File: config.mk
export PLATFORM = sky130hd
export DESIGN_NAME = mem_stage_lsu_flat
export DESIGN_NICKNAME = d
export VERILOG_FILES = /design/src/rtl/mem_stage_lsu_pkg.sv /design/src/rtl/mem_stage_lsu_if.sv /design/src/rtl/mem_stage_lsu_align.sv /design/src/rtl/mem_stage_lsu.sv /design/src/flat_wrapper.sv
export SDC_FILE = /design/constraint.sdc
export NUM_CORES = 1
export LEC_CHECK = 0
export BUFFER_PORTS_ARGS = -buffer_cell sky130_fd_sc_hd__buf_2
export CORE_AREA = 2 2 142 144
export CTS_CLUSTER_SIZE = 25
export DETAILED_ROUTE_END_ITERATION = 8
export DIE_AREA = 0 0 144 146
export SYNTH_ARGS = -nofsm -noshare
export SYNTH_HDL_FRONTEND = slang
export SYNTH_HIERARCHICAL = 1
export SYNTH_SLANG_ARGS = --single-unit
File: constraint.sdc
create_clock -name clk -period 3.2 [get_ports clk]
set_clock_uncertainty 0.2 [all_clocks]
set_input_delay 0.32 -clock clk [delete_from_list [all_inputs] [get_ports clk]]
set_output_delay 0.32 -clock clk [all_outputs]
set_load 0.1 [all_outputs]
File: src/rtl/mem_stage_lsu_pkg.sv
// Shared constants and types for the MEM-stage load/store unit.
package mem_stage_lsu_pkg;

    localparam logic [6:0] OPC_LOAD  = 7'b0000011;
    localparam logic [6:0] OPC_STORE = 7'b0100011;

    localparam logic [2:0] F3_B  = 3'b000;
    localparam logic [2:0] F3_H  = 3'b001;
    localparam logic [2:0] F3_W  = 3'b010;
    localparam logic [2:0] F3_BU = 3'b100;
    localparam logic [2:0] F3_HU = 3'b101;

    typedef enum logic [1:0] {
        IDLE = 2'd0,
        REQ  = 2'd1,
        WAIT = 2'd2,
        DONE = 2'd3
    } lsu_state_e;

endpackage

File: src/rtl/mem_stage_lsu_if.sv
// Data-memory port: valid/ready request channel plus valid-only response channel.
interface mem_stage_lsu_if #(
    parameter int DMEM_ADDR_W = 32
);
    logic                   req_valid;
    logic                   req_ready;
    logic                   req_we;
    logic [DMEM_ADDR_W-1:0] req_addr;
    logic [31:0]            req_wdata;
    logic [3:0]             req_wstrb;
    logic                   rsp_valid;
    logic [31:0]            rsp_rdata;

    modport master (
        output req_valid, req_we, req_addr, req_wdata, req_wstrb,
        input  req_ready, rsp_valid, rsp_rdata
    );

    modport slave (
        input  req_valid, req_we, req_addr, req_wdata, req_wstrb,
        output req_ready, rsp_valid, rsp_rdata
    );
endinterface

File: src/rtl/mem_stage_lsu_align.sv
// Byte-lane steering for stores, sign/zero extension for loads, and
// access legality (funct3 and natural alignment) checking.
module mem_stage_lsu_align
    import mem_stage_lsu_pkg::*;
(
    input  logic        is_store,
    input  logic [2:0]  funct3,
    input  logic [1:0]  offset,
    input  logic [31:0] store_data,
    input  logic [31:0] rdata,
    output logic [31:0] wdata,
    output logic [3:0]  wstrb,
    output logic        fault,
    output logic [31:0] load_data
);

    logic [3:0][7:0] lane_bytes;
    logic [31:0]     shifted;
    logic            legal;
    logic            misaligned;

    // Each byte lane carries the store byte that would land there for this size.
    for (genvar gi = 0; gi < 4; gi++) begin : g_lane
        assign lane_bytes[gi] = (funct3[1:0] == 2'b00) ? store_data[7:0] :
                                (funct3[1:0] == 2'b01) ? store_data[8*(gi%2) +: 8] :
                                                         store_data[8*gi +: 8];
    end
    assign wdata = lane_bytes;

    // Strobes follow the access size, shifted to the byte offset.
    always_comb begin
        case (funct3[1:0])
            2'b00:   wstrb = 4'b0001 << offset;
            2'b01:   wstrb = 4'b0011 << offset;
            default: wstrb = 4'b1111;
        endcase
    end

    // Illegal size encodings or unnaturally aligned halfword/word accesses fault.
    always_comb begin
        if (is_store)
            legal = (funct3 == F3_B) || (funct3 == F3_H) || (funct3 == F3_W);
        else
            legal = (funct3 == F3_B) || (funct3 == F3_H) || (funct3 == F3_W) ||
                    (funct3 == F3_BU) || (funct3 == F3_HU);
        misaligned = ((funct3[1:0] == 2'b01) && offset[0]) ||
                     ((funct3[1:0] == 2'b10) && (offset != 2'b00));
        fault = !legal || misaligned;
    end

    assign shifted = rdata >> {offset, 3'b000};

    // Extract the addressed byte/halfword and extend to 32 bits.
    always_comb begin
        case (funct3)
            F3_B:    load_data = {{24{shifted[7]}}, shifted[7:0]};
            F3_H:    load_data = {{16{shifted[15]}}, shifted[15:0]};
            F3_W:    load_data = rdata;
            F3_BU:   load_data = {24'h0, shifted[7:0]};
            F3_HU:   load_data = {16'h0, shifted[15:0]};
            default: load_data = 32'h0;
        endcase
    end

endmodule

File: src/rtl/mem_stage_lsu.sv
// Memory-access stage: issues loads/stores on the data-memory port, stalls
// the pipeline while a transaction is outstanding, and feeds MEM/WB.
module mem_stage_lsu
    import mem_stage_lsu_pkg::*;
#(
    parameter int DMEM_ADDR_W = 32
) (
    input  logic        clk,
    input  logic        rst_n,
    input  logic [31:0] EX_MEM_ALU_Result,
    input  logic [31:0] EX_MEM_PC_Plus4,
    input  logic [31:0] EX_MEM_Store_Data,
    input  logic [31:0] EX_MEM_Instr,
    output logic [31:0] MEM_ALU_Result,
    output logic [31:0] MEM_PC_Plus4,
    output logic [31:0] MEM_Read_Data,
    output logic [31:0] MEM_Instr,
    output logic        MEM_Stall,
    output logic        MEM_Fault,
    mem_stage_lsu_if.master dmem
);

    logic [6:0] opcode;
    logic [2:0] funct3_in;
    logic       is_load;
    logic       is_store;
    logic       is_ldst;
    logic       in_idle;
    logic       start;

    lsu_state_e state_reg, state_next;

    logic [DMEM_ADDR_W-1:0] addr_reg;
    logic                   we_reg;
    logic [31:0]            wdata_reg;
    logic [3:0]             wstrb_reg;
    logic [2:0]             funct3_reg;
    logic [1:0]             offset_reg;
    logic [31:0]            rdata_reg;

    logic        al_is_store;
    logic [2:0]  al_funct3;
    logic [1:0]  al_offset;
    logic [31:0] al_wdata;
    logic [3:0]  al_wstrb;
    logic        al_fault;
    logic [31:0] al_load_data;

    assign opcode    = EX_MEM_Instr[6:0];
    assign funct3_in = EX_MEM_Instr[14:12];
    assign is_load   = (opcode == OPC_LOAD);
    assign is_store  = (opcode == OPC_STORE);
    assign is_ldst   = is_load || is_store;
    assign in_idle   = (state_reg == IDLE);

    // In IDLE the aligner looks at the live instruction; once a transaction
    // starts it works from the captured access so the response is decoded
    // against the request that produced it.
    assign al_is_store = in_idle ? is_store : we_reg;
    assign al_funct3   = in_idle ? funct3_in : funct3_reg;
    assign al_offset   = in_idle ? EX_MEM_ALU_Result[1:0] : offset_reg;

    mem_stage_lsu_align lsu_align (
        .is_store   (al_is_store),
        .funct3     (al_funct3),
        .offset     (al_offset),
        .store_data (EX_MEM_Store_Data),
        .rdata      (dmem.rsp_rdata),
        .wdata      (al_wdata),
        .wstrb      (al_wstrb),
        .fault      (al_fault),
        .load_data  (al_load_data)
    );

    assign start = in_idle && is_ldst && !al_fault;

    // State register.
    always_ff @(posedge clk) begin
        if (!rst_n)
            state_reg <= IDLE;
        else
            state_reg <= state_next;
    end

    // Next-state logic.
    always_comb begin
        state_next = state_reg;
        case (state_reg)
            IDLE:    if (start) state_next = REQ;
            REQ:     if (dmem.req_ready) state_next = we_reg ? DONE : WAIT;
            WAIT:    if (dmem.rsp_valid) state_next = DONE;
            DONE:    state_next = IDLE;
            default: state_next = IDLE;
        endcase
    end

    // FSM outputs: request valid/strobes, stall and load result.
    always_comb begin
        dmem.req_valid = 1'b0;
        dmem.req_wstrb = 4'b0000;
        MEM_Stall      = 1'b0;
        MEM_Read_Data  = 32'h0;
        case (state_reg)
            IDLE: MEM_Stall = start;
            REQ: begin
                dmem.req_valid = 1'b1;
                dmem.req_wstrb = wstrb_reg;
                MEM_Stall      = 1'b1;
            end
            WAIT: MEM_Stall = 1'b1;
            DONE: MEM_Read_Data = we_reg ? 32'h0 : rdata_reg;
            default: ;
        endcase
    end

    // Capture the request fields when leaving IDLE so they stay stable in REQ.
    always_ff @(posedge clk) begin
        if (!rst_n) begin
            addr_reg   <= '0;
            we_reg     <= 1'b0;
            wdata_reg  <= 32'h0;
            wstrb_reg  <= 4'b0000;
            funct3_reg <= 3'b000;
            offset_reg <= 2'b00;
        end else if (start) begin
            addr_reg   <= {EX_MEM_ALU_Result[DMEM_ADDR_W-1:2], 2'b00};
            we_reg     <= is_store;
            wdata_reg  <= al_wdata;
            wstrb_reg  <= al_wstrb;
            funct3_reg <= funct3_in;
            offset_reg <= EX_MEM_ALU_Result[1:0];
        end
    end

    // Latch extended load data only for the response we are waiting for.
    always_ff @(posedge clk) begin
        if (!rst_n)
            rdata_reg <= 32'h0;
        else if ((state_reg == WAIT) && dmem.rsp_valid)
            rdata_reg <= al_load_data;
    end

    assign dmem.req_we    = we_reg;
    assign dmem.req_addr  = addr_reg;
    assign dmem.req_wdata = wdata_reg;

    assign MEM_Fault      = is_ldst && al_fault;
    assign MEM_Instr      = MEM_Stall ? 32'h0 : EX_MEM_Instr;
    assign MEM_ALU_Result = MEM_Stall ? 32'h0 : EX_MEM_ALU_Result;
    assign MEM_PC_Plus4   = MEM_Stall ? 32'h0 : EX_MEM_PC_Plus4;

endmodule
File: src/flat_wrapper.sv
// flat-port wrapper written by rule: the top's interface ports become plain ports
module mem_stage_lsu_flat import mem_stage_lsu_pkg::*;
#(
    parameter int DMEM_ADDR_W = 32
)
  (clk, rst_n, EX_MEM_ALU_Result, EX_MEM_PC_Plus4, EX_MEM_Store_Data, EX_MEM_Instr, MEM_ALU_Result, MEM_PC_Plus4, MEM_Read_Data, MEM_Instr, MEM_Stall, MEM_Fault, dmem_req_valid, dmem_req_we, dmem_req_addr, dmem_req_wdata, dmem_req_wstrb, dmem_req_ready, dmem_rsp_valid, dmem_rsp_rdata);
  mem_stage_lsu_if #(.DMEM_ADDR_W(DMEM_ADDR_W)) dmem_i ();
  input  logic clk;
  input  logic rst_n;
  input  logic [31:0] EX_MEM_ALU_Result;
  input  logic [31:0] EX_MEM_PC_Plus4;
  input  logic [31:0] EX_MEM_Store_Data;
  input  logic [31:0] EX_MEM_Instr;
  output logic [31:0] MEM_ALU_Result;
  output logic [31:0] MEM_PC_Plus4;
  output logic [31:0] MEM_Read_Data;
  output logic [31:0] MEM_Instr;
  output logic MEM_Stall;
  output logic MEM_Fault;
  output wire logic [$bits(dmem_i.req_valid)-1:0] dmem_req_valid;
  output wire logic [$bits(dmem_i.req_we)-1:0] dmem_req_we;
  output wire logic [$bits(dmem_i.req_addr)-1:0] dmem_req_addr;
  output wire logic [$bits(dmem_i.req_wdata)-1:0] dmem_req_wdata;
  output wire logic [$bits(dmem_i.req_wstrb)-1:0] dmem_req_wstrb;
  input wire logic [$bits(dmem_i.req_ready)-1:0] dmem_req_ready;
  input wire logic [$bits(dmem_i.rsp_valid)-1:0] dmem_rsp_valid;
  input wire logic [$bits(dmem_i.rsp_rdata)-1:0] dmem_rsp_rdata;
  assign dmem_req_valid = dmem_i.req_valid;
  assign dmem_req_we = dmem_i.req_we;
  assign dmem_req_addr = dmem_i.req_addr;
  assign dmem_req_wdata = dmem_i.req_wdata;
  assign dmem_req_wstrb = dmem_i.req_wstrb;
  assign dmem_i.req_ready = dmem_req_ready;
  assign dmem_i.rsp_valid = dmem_rsp_valid;
  assign dmem_i.rsp_rdata = dmem_rsp_rdata;
  mem_stage_lsu #(.DMEM_ADDR_W(DMEM_ADDR_W)) u_core (.clk(clk), .rst_n(rst_n), .EX_MEM_ALU_Result(EX_MEM_ALU_Result), .EX_MEM_PC_Plus4(EX_MEM_PC_Plus4), .EX_MEM_Store_Data(EX_MEM_Store_Data), .EX_MEM_Instr(EX_MEM_Instr), .MEM_ALU_Result(MEM_ALU_Result), .MEM_PC_Plus4(MEM_PC_Plus4), .MEM_Read_Data(MEM_Read_Data), .MEM_Instr(MEM_Instr), .MEM_Stall(MEM_Stall), .MEM_Fault(MEM_Fault), .dmem(dmem_i));
endmodule
==> reports/summary.log <==
[outcome] run status finished, violations left
[outcome] violated checks negative setup slack
[sta] setup repair after global routing missed its margin yes
[power_and_ir_drop] share of power burned in registers 17.9%
[global_routing] vias in the first global route 6547
[synth] main combinational cell family by area after synthesis simple AND/OR/NAND/NOR gates
[power_and_ir_drop] clock share of power 15.3%
[critical_path] Top delay family on crit path compound AO/OA/AOI/OAI gates
[critical_path] crit path max fanout 39
[sta] smallest setup slack after layout -0.0927 ns
[synth] count of distinct cell types in the synthesized netlist 40
[synth] number of synthesized flops with an enable pin 0
[synth] share of the synthesized netlist area taken by xor and xnor gates 0.144%
[global_routing] remaining global-route overflow 0
[power_and_ir_drop] total power 7480 µW
[die] vertical die dimension 146 µm
[clock_tree] clock latency of the later-clocked register in the worst-skew pair 0.36 ns
[clock_tree] clock-pin transition on the worst setup and hold timing paths 0.08 ns
[synth] fraction of the mapped netlist area in adder cells 0.822%
[clock_tree] clock tree from TritonCTS built
[sta] final worst path period need 3.29 ns
[die] width of the die 144 µm
[synth] proportion of synthesized area in mux cells 7.05%
[placement] routability cong. 0.834
[synth] sequential element share of the synthesized area 34.9%
[placement] number of port buffers 361
[clock_tree] buffer cell driving the clock tree root sky130_fd_sc_hd__clkbuf_16
[sta] number of pins exceeding their max-slew limit in the final report 0
[synth] count of synthesis-stage warnings from yosys 6
[drt] Total Wirelength 24.0 mm
[drt] DRC violation count after routing 0
[sta] worst relative slew slack 59.3%
[critical_path] cell-by-cell listing of the critical path inv_2, ha_4, mux2_4, a221oi_4, a21oi_2, nor3_4, nand3_4, a21o_4, buf_12, and2_4, buf_12
[synth] register bit count reported by yosys 106
[die] starting utilization of the core area 31.5%
[synth] compound-cell area share of the yosys netlist 16.1%
[power_and_ir_drop] peak supply drop 0.315 mV
[sta] highest clock rate 304 MHz
[hold_path] Worst Hold Class primary input to flip-flop
[drt] WL per Instance 16.8 µm
[power_and_ir_drop] part of the power in combinational logic 66.9%
[critical_path] Most Frequent Cell on Critical Path sky130_fd_sc_hd__buf_12
[placement] half-perimeter wire length after detailed placement 16.0 mm
[drt] first-pass iteration count of the detailed router 5
[placement] Post-DP Area 8350 µm²
[critical_path] Setup crit start kind flip-flop
[synth] simple-gate portion of the synthesized area 33.2%
[cells_and_area] final std cells w/o fill 1424
[drt] post-DR vias/cell 4.77
[clock_tree] CTS Buffer Depth 2
[drt] remaining antenna violation count after routing 0
[critical_path] type of the setup path with the least slack flip-flop to output pin
[global_routing] global-route wire length before repair 35.6 mm
[global_routing] largest net degree at the start of global routing 145
[critical_path] biggest cell delay along the critical path 0.34 ns
[drt] via count of the routed design 6789
[die] Die ar. 21000 µm²
[cells_and_area] fraction of final layout cells sized beyond drive strength 1 47.8%
[synth] synthesized netlist cell count 814
[drt] Detailed Route Iter0 Violations 374
[placement] count of placed standard cells including taps 1386
[sta] final setup violation count 85
[power_and_ir_drop] Power Density 732 nW/µm²
[power_and_ir_drop] Power Internal 3730 µW
[sta] total count of hold-check failures in the final report 0
[global_routing] total routing resource utilization after global routing 21.7%
[sta] Worst Tran Pin Value 0.607 ns
[clock_tree] Inserted Clock Buffers 9
[synth] Mapped Area 6090 µm²
[critical_path] Buf/Inv on CP 3
[critical_path] Crit path arrival time 2.77 ns
[cells_and_area] area growth from synthesis to layout 67.8%
[cells_and_area] number of nets in the layout 1321
[power_and_ir_drop] static leakage 0.00491 µW
[clock_tree] TritonCTS sink count 106
[cells_and_area] final instance area 10200 µm²
[synth] share of flip-flops with an asynchronous set or reset 0%
[sta] ratio of final minimum period to clock period 103%
[synth] mean instance size in the synthesized netlist 7.48 µm²
[die] core area 19300 µm²
[synth] most common flop cell mapped by yosys sky130_fd_sc_hd__dfxtp_1
[clock_tree] H-Tree Level Count 3
[critical_path] slowest cell on the critical path sky130_fd_sc_hd__mux2_4
[flow_run] maxcap violations 0
[power_and_ir_drop] reported net switching power 3750 µW
[power_and_ir_drop] switching share of total power 50.1%
[critical_path] crit path capture type output pin
[global_routing] number of antenna violations at the first check in global routing 1
[die] Top-Level Pins 364
[die] placement row count 51
[cells_and_area] Layout Utilization 52.8%
[critical_path] required time of the critical path 2.68 ns
==> stage by stage <==
stage | hold slack, ns | TNS (ns) | setup slack [ns]
6_report | 0.00910 | -5.20 | -0.0927
5_1_grt | 0.00694 | -14.35 | -0.189
4_1_cts | 0.000340 | -8.18 | -0.135
3_5_place_dp | 0.242 | 0 | 0.0337
3_3_place_gp | 0.238 | 0 | 0.107
2_1_floorplan | 0.232 | -3.45 | -0.0649
==> cells in the final DEF, fill, tap and decap left out, types with 4 or more instances in the layout <==
cell type,Yosys,final
sky130_fd_sc_hd__a21o_1,20,19
sky130_fd_sc_hd__dlygate4sd3_1,0,12
sky130_fd_sc_hd__clkbuf_16,0,11
sky130_fd_sc_hd__inv_1,8,5
sky130_fd_sc_hd__dfxtp_1,106,104
sky130_fd_sc_hd__and2_1,134,40
sky130_fd_sc_hd__buf_8,0,24
sky130_fd_sc_hd__nand2_1,161,161
sky130_fd_sc_hd__and2_4,0,93
sky130_fd_sc_hd__o21ai_0,91,91
sky130_fd_sc_hd__nand3_1,81,81
sky130_fd_sc_hd__nor2_1,8,8
sky130_fd_sc_hd__buf_4,11,27
sky130_fd_sc_hd__mux2_2,31,27
sky130_fd_sc_hd__a21oi_1,37,36
sky130_fd_sc_hd__mux2i_1,8,8
sky130_fd_sc_hd__a22oi_1,15,15
sky130_fd_sc_hd__mux2_4,0,4
sky130_fd_sc_hd__buf_2,17,264
sky130_fd_sc_hd__buf_12,0,76
==> routing by layer <==
| metal | track usage [%] | vias up | routed length (µm) |
|---|---|---|---|
| met4 | 8.58 | 0 | 660 |
| met5 | 0 | - | 0 |
| met1 | 24.1 | 3093 | 9020 |
| met2 | 39.8 | 267 | 12600 |
| met3 | 4.41 | 48 | 1660 |
| li1 | - | 3381 | - |
==> power by group through the flow <==
stage / logic (µW) / clock network (µW) / registers [µW]
floorplan: 3310 / 0 / 1400
global placement: 3870 / 0 / 1370
detailed placement: 3880 / 0 / 1370
CTS: 4830 / 1190 / 1340
global route: 5160 / 1230 / 1340
finish: 5000 / 1140 / 1340
==> worst register-to-register path, stage by stage, from the launching register on <==
cell                       delay, ns
sky130_fd_sc_hd__dfxtp_2        0.33
sky130_fd_sc_hd__inv_2          0.08
sky130_fd_sc_hd__ha_4           0.18
sky130_fd_sc_hd__buf_6          0.12
sky130_fd_sc_hd__mux2_4         0.31
sky130_fd_sc_hd__buf_4          0.27
sky130_fd_sc_hd__nand2b_1       0.25
sky130_fd_sc_hd__nor2_1         0.43
sky130_fd_sc_hd__a22oi_1        0.17
sky130_fd_sc_hd__nand3_1        0.10
sky130_fd_sc_hd__nand2_1        0.06
sky130_fd_sc_hd__a21oi_1        0.13
==> cells in the mapped netlist, drive strengths merged (2+ instances only) <==
master / number / area, µm²
inv: 8 / 30.0
nand2b: 3 / 18.8
mux2i: 8 / 80.1
nand3: 82 / 423
nor2b: 3 / 18.8
and4bb: 2 / 25.0
and2: 134 / 838
a21o: 20 / 150
o21ai: 92 / 472
nand2: 161 / 604
ha: 4 / 50.1
clkbuf: 43 / 161
dfxtp: 106 / 2120
buf: 39 / 277
nor2: 9 / 36.3
a22oi: 16 / 134
and3: 2 / 12.5
a21oi: 37 / 185
nor3: 3 / 20.0
mux2: 31 / 349
==> worst paths after layout <==
path,from,end,slack (ns),depth (start not counted)
hold / removal,EX_MEM_ALU_Result[28],u_core/dmem.req_addr[28],0.009,3
setup reg to reg,u_core/state_reg[0],u_core/rdata_reg[15],0.49,11
hold reg to reg,u_core/rdata_reg[25],u_core/rdata_reg[25],0.25,2
setup / recovery,u_core/state_reg[0],MEM_ALU_Result[13],-0.09,11
==> logic make-up after synthesis <==
logic type,after synthesis
xor+xnor,1
fa+ha+maj,4
buf+inv,91
flops,106
compound gates,170
simple gates,402
other cells,1
mux,39
==> final cells by class <==
class	count	area, µm²
Inverter	9	37.5
Antenna cell	1	2.50
Clock buffer	9	225
Tap cell	265	332
Clock inverter	7	80.1
Timing Repair Buffer	408	3610
Sequential cell	106	2120
Fill cell	1815	9120
Multi-Input combinational cell	619	3800
==> timing repair <==
| item | 4_1_cts | 5_1_grt |
|---|---|---|
| hold endpoints to repair | 12 | 0 |
| pin swaps | 1 | 7 |
| hold buffers | 12 | 0 |
| endpoints found under the setup margin | 95 | 95 |
| buffers inserted | 4 | 2 |
| cloned | 0 | 3 |
| resized for setup | 349 | 13 |
(Power assumes the default switching activity.)
